$ cat src/rtl/uart_cmd_parser.sv
// Frame decoder for the UART byte stream: HDR0 HDR1 CMD LEN_H LEN_L PAYLOAD CSUM.
// Optional inter-byte timeout is built when UART_CMD_PARSER_TIMEOUT_EN is defined.
module uart_cmd_parser #(
    parameter int         CLK_FREQ      = 50_000_000,
    parameter int         BAUD_RATE     = 115200,
    parameter logic [7:0] HEADER0       = 8'hAA,
    parameter logic [7:0] HEADER1       = 8'h55,
    parameter int         MAX_LEN       = 256,
    parameter int         TIMEOUT_BYTES = 4
) (
    input  logic        clk,
    input  logic        rst,
    input  logic [7:0]  in_data,
    input  logic        in_valid,
    output logic [7:0]  cmd_out,
    output logic [15:0] len_out,
    output logic [7:0]  payload_data,
    output logic        payload_valid,
    output logic [15:0] payload_idx,
    output logic        frame_done,
    output logic        frame_ok,
    output logic [1:0]  err_code,
    output logic        busy
);

    typedef enum logic [2:0] {
        S_IDLE, S_HDR1, S_CMD, S_LENH, S_LENL, S_PAY, S_CSUM
    } state_t;

    localparam logic [1:0] ERR_NONE = 2'd0;
    localparam logic [1:0] ERR_CSUM = 2'd1;
    localparam logic [1:0] ERR_LEN  = 2'd2;
    localparam logic [15:0] MAX_LEN_W = 16'(MAX_LEN);

    // Reject configurations that would make the timeout limit meaningless.
    if (TIMEOUT_BYTES < 1 || BAUD_RATE < 1 || CLK_FREQ < BAUD_RATE) begin : g_param_check
        $error("uart_cmd_parser: invalid timing parameters");
    end

    state_t      state;
    logic [7:0]  csum;
    logic [7:0]  len_hi;
    logic [15:0] byte_cnt;
    logic [15:0] len_now;

    function automatic logic [7:0] csum_add(input logic [7:0] acc, input logic [7:0] b);
        return acc + b;
    endfunction

    assign len_now = {len_hi, in_data};
    assign busy    = (state != S_IDLE);

`ifdef UART_CMD_PARSER_TIMEOUT_EN
    localparam logic [1:0]  ERR_TIMEOUT = 2'd3;
    localparam logic [31:0] TO_LIMIT    = 32'(TIMEOUT_BYTES * 10 * (CLK_FREQ / BAUD_RATE));
    logic [31:0] to_cnt;
`endif

    always_ff @(posedge clk) begin
        if (rst) begin
            state         <= S_IDLE;
            csum          <= 8'd0;
            len_hi        <= 8'd0;
            byte_cnt      <= 16'd0;
            cmd_out       <= 8'd0;
            len_out       <= 16'd0;
            payload_data  <= 8'd0;
            payload_valid <= 1'b0;
            payload_idx   <= 16'd0;
            frame_done    <= 1'b0;
            frame_ok      <= 1'b0;
            err_code      <= ERR_NONE;
`ifdef UART_CMD_PARSER_TIMEOUT_EN
            to_cnt        <= 32'd0;
`endif
        end else begin
            payload_valid <= 1'b0;
            frame_done    <= 1'b0;
            frame_ok      <= 1'b0;
            err_code      <= ERR_NONE;
`ifdef UART_CMD_PARSER_TIMEOUT_EN
            if (state == S_IDLE || in_valid)
                to_cnt <= 32'd0;
            else if (to_cnt != TO_LIMIT)
                to_cnt <= to_cnt + 32'd1;
`endif
            if (in_valid) begin
                case (state)
                    S_IDLE: begin
                        if (in_data == HEADER0) state <= S_HDR1;
                    end
                    S_HDR1: begin
                        if (in_data == HEADER1)      state <= S_CMD;
                        else if (in_data != HEADER0) state <= S_IDLE;
                    end
                    S_CMD: begin
                        cmd_out <= in_data;
                        csum    <= in_data;
                        state   <= S_LENH;
                    end
                    S_LENH: begin
                        len_hi <= in_data;
                        csum   <= csum_add(csum, in_data);
                        state  <= S_LENL;
                    end
                    S_LENL: begin
                        len_out  <= len_now;
                        csum     <= csum_add(csum, in_data);
                        byte_cnt <= 16'd0;
                        if (len_now > MAX_LEN_W) begin
                            frame_done <= 1'b1;
                            err_code   <= ERR_LEN;
                            state      <= S_IDLE;
                        end else if (len_now == 16'd0) begin
                            state <= S_CSUM;
                        end else begin
                            state <= S_PAY;
                        end
                    end
                    S_PAY: begin
                        payload_data  <= in_data;
                        payload_idx   <= byte_cnt;
                        payload_valid <= 1'b1;
                        csum          <= csum_add(csum, in_data);
                        byte_cnt      <= byte_cnt + 16'd1;
                        if (byte_cnt == len_out - 16'd1) state <= S_CSUM;
                    end
                    S_CSUM: begin
                        frame_done <= 1'b1;
                        frame_ok   <= (in_data == csum);
                        err_code   <= (in_data == csum) ? ERR_NONE : ERR_CSUM;
                        state      <= S_IDLE;
                    end
                    default: state <= S_IDLE;
                endcase
            end
`ifdef UART_CMD_PARSER_TIMEOUT_EN
            // A byte arriving on the expiry cycle takes priority over the timeout.
            else if (state != S_IDLE && to_cnt == TO_LIMIT) begin
                frame_done <= 1'b1;
                err_code   <= ERR_TIMEOUT;
                state      <= S_IDLE;
            end
`endif
        end
    end

endmodule
$ cat config.mk
export PLATFORM = sky130hd
export DESIGN_NAME = uart_cmd_parser
export DESIGN_NICKNAME = d
export VERILOG_FILES = /design/src/rtl/uart_cmd_parser.sv
export SDC_FILE = /design/constraint.sdc
export NUM_CORES = 1
export LEC_CHECK = 0
export ABC_AREA = 0
export CORE_MARGIN = 5
export CORE_UTILIZATION = 35
export DETAILED_ROUTE_END_ITERATION = 12
export PLACE_DENSITY_LB_ADDON = 0.2
export SLEW_MARGIN = 20
export SYNTH_ARGS = -nofsm -noshare
export SYNTH_HDL_FRONTEND = slang
export SYNTH_SLANG_ARGS = --single-unit
$ cat constraint.sdc
create_clock -name clk -period 2.2 [get_ports clk]
set_input_delay 0.44 -clock clk [delete_from_list [all_inputs] [get_ports clk]]
set_output_delay 0.44 -clock clk [all_outputs]
set_load 0.02 [all_outputs]
==> results.cfg <==
[synth]
synth_cell_type_count = 59
synth_flop_cell = dfxtp_1
ys_warn_count = 0
synthCells = 561
synth_area_um2 = 4390
synth-seq-area-share_pct = 40.1
synth_seq_cells = 88
post_synth.cell_area_avg_um2 = 7.82
synth_nets = 582
synthArstFlopShare_pct = 0
synth_edf_count = 0

[critical_path]
r2r_slack_ns = -0.02
startpoint_type = register
cp_num_cells = 7
crit_path_start = len_out[4]$_SDFFE_PP0P_
cpPeakStageDelay_ns = 0.54
critical_path_class = register to register
ff2ff_path_depth = 7
timing.rr.end = state[1]$_SDFFE_PP0P_
slowest_stage = or4_4
critPathCaptureType = register
crit_path_end = state[1]$_SDFFE_PP0P_
cp.required_ns = 2.42
crit_family = simple AND/OR/NAND/NOR gates
crit_chain = or4_4 -> or3_1 -> a21oi_1 -> o22ai_1 -> a2111o_1 -> nand2_2 -> a221oi_2
cp_data_arrival_time_ns = 2.44
r2r_start = len_out[4]$_SDFFE_PP0P_
crit_buf_inv = 0
critPathMaxFanout = 4

[sta]
hold_viol_final = 0
fin_skew_ns = 0.00807
worst_hold_slack_ns = 0.428
finalWorstSetupSlack_ns = -0.0165
finalCritPeriodShare_pct = 101
setup_violations = 2
maxSlewHeadroom_pct = 47.5
slew_violations = 0
fmax_mhz = 451
period_minus_slack_ns = 2.22
rsz0062_at_grt = true
worst_pin_slew_ns = 0.780

[power]
power_density_nw_per_um2 = 604
finalPower_mw = 3.61
ir_drop_mv = 0.295
leakagePower_nw = 2.23

[global_route]
grt.total_usage_pct = 17.1
grt_start_max_net_pins = 27
grt_remaining_overflow = 0
first_global_vias = 4035
grt_pass1_wl_um = 20300
antenna_found_initial = 0

[die]
die_area_um2 = 14900
die_h_um = 122
die_x_um = 122
start_util_pct = 35.2
design.core.area_um2 = 12500
boundaryPins = 65
fp-row-count = 41

[route]
drt_iter0_markers = 292
vias = 4191
wl_um = 12400
first_pass_iters = 4
via_per_inst = 4.98
wl_per_cell_um = 14.7
ant_nets = 0
drc_errors = 0

[clock_tree]
clock_sinks = 88
clk_pin_slew_ns = 0.07
clockRootBuffer = clkbuf_16
post_cts_buffers = 0
cts_tree = built
htreeDepth = 3
ctsLongestPathBuffers = 2
clock_latency_ns = 0.35
numCtsBuffers = 9

[status]
outcome = finished, violations left
violations = negative setup slack

[placed_design]
pre_cts_slack_ns = -0.495
dpl_cell_area_um2 = 5580
dpl.hpwl_um = 9330
place.gp.congestion = 0.894
port_buffers = 64

[finish]
fill_cells = 1260
finalNetCount = 686
drive_above_1_share_pct = 16.0
syn_to_final_growth_pct = 36.0
design_area_um2 = 5970
antenna_cells = 0
multi_input_area_um2 = 2480
utilization_pct = 47.9
register_area_um2 = 1770

[worst_hold_path]
hp-class = input port to register

[flow_run]
maxCapViolations = 0
==> registers in the layout, summed over array words and instances, names as in the netlist <==
register,flops
payload_idx,16
csum,8
frame_ok,1
state,3
payload_data,8
cmd_out,8
payload_valid,1
len_out,16
len_hi,8
byte_cnt,16
err_code,2
frame_done,1
==> cell usage in the layout (no fill, tap or decap), types with 3 or more instances in the layout <==
master           count
dfxtp_1             84
xor2_1              19
a211oi_1             7
nand4_1              8
or3_1                5
o21ai_1              3
nor4_1               8
clkbuf_16           10
nor2_1              39
ha_1                 7
nand3_1             14
o21ai_0              9
xnor2_1             19
a21oi_1             71
inv_1                6
and3_1               6
dfxtp_4              3
nand2_1            134
mux2i_1              7
nor2b_1              3
nand2b_1             5
buf_4               67
a21o_1               3
dlygate4sd2_1        3
clkdlybuf4s50_1     59
nor3_1              12
==> cells by family after synthesis <==
family / after synthesis / synth area share (%)
xor gates and xnor gates: 38 / 7.58
buffers and inverters: 46 / 4.79
AOI/OAI and AO/OA: 118 / 16.4
DFF: 88 / 40.1
adders and majority gates: 10 / 3.02
muxes: 8 / 1.85
and+or+nand+nor: 253 / 26.3
==> worst min path at each step <==
stage / from / endpoint / slack (ns) / cells past startpoint
after CTS: rst / len_out[1]$_SDFFE_PP0P_ / 0.42 / 2
after global routing: rst / cmd_out[7]$_SDFFE_PP0P_ / 0.46 / 2
final: rst / len_out[1]$_SDFFE_PP0P_ / 0.43 / 2
after detailed placement: payload_idx[12]$_SDFFE_PP0P_ / payload_idx[12]$_SDFFE_PP0P_ / 0.45 / 2
after floorplan: len_hi[6]$_SDFFE_PP0P_ / len_out[14]$_SDFFE_PP0P_ / 0.44 / 2
after global placement: payload_idx[12]$_SDFFE_PP0P_ / payload_idx[12]$_SDFFE_PP0P_ / 0.44 / 2
==> power breakdown <==
group | leakage, nW | internal, mW | switching, mW
combinational | 1.36 | 0.125 | 0.162
clock | 0.157 | 1.06 | 0.638
sequential | 0.712 | 1.60 | 0.0138
==> cell type report <==
cell class	instances	area share, %
multi-input combinational	427	41.6
sequential	88	29.7
timing repair buffer	131	19.0
clock buffer	11	4.25
tap	172	3.60
clock inverter	4	1.28
inverter	8	0.545
==> stage by stage <==
stage	cells	TNS, ns
after CTS	841	-0.00513
final	841	-0.0205
after global routing	841	-0.219
after global placement	826	-2.40
after detailed placement	826	-3.05
after floorplan	561	0
==> timing repair <==
item | 4_1_cts | 5_1_grt
gates resized for setup | 7 | 11
pin swaps | 3 | 2
endpoints found under the setup margin | 6 | 11
hold buffers | 0 | 0
==> synth_stat cells, types with 2 or more instances <==
master	n	area (um^2)
nor4_1	9	56.3
nand2_1	135	507
o211ai_1	2	15.0
ha_1	9	113
o22ai_1	2	12.5
o21ai_0	11	55.1
buf_6	2	22.5
a21oi_1	72	360
a211oi_1	8	60.1
nor3_1	13	65.1
buf_1	2	7.51
nand4_1	8	50.1
mux2i_1	7	70.1
and4_1	2	17.5
xnor2_1	19	166
a31oi_1	2	12.5
and3_1	6	37.5
dfxtp_1	88	1760
or3_1	5	31.3
nor3b_1	3	22.5
o21a_1	2	15.0
nand3b_1	2	15.0
nand3_1	14	70.1
a21o_1	3	22.5
and2_1	2	12.5
clkbuf_1	30	113
nand2b_1	5	31.3
nor2b_1	4	25.0
inv_1	8	30.0
xor2_1	19	166
nor2_1	39	146
==> worst reg2reg max path: stages, from the launching register on <==
cell and delay [ns]:
dfxtp_4 0.36, or4_4 0.54, or3_1 0.35, a21oi_1 0.15, o22ai_1 0.11, a2111o_1 0.40, nand2_2 0.11, a221oi_2 0.06
==> layer usage <==
metal	share of wire, %	up-vias	track usage (%)
met4	1.5	0	5.53
li1	-	2138	-
met1	47	1946	22.3
met5	0	-	0
met3	5.8	21	4.92
met2	46	86	27.5
Note: power is estimated with default switching activity, not from simulation.
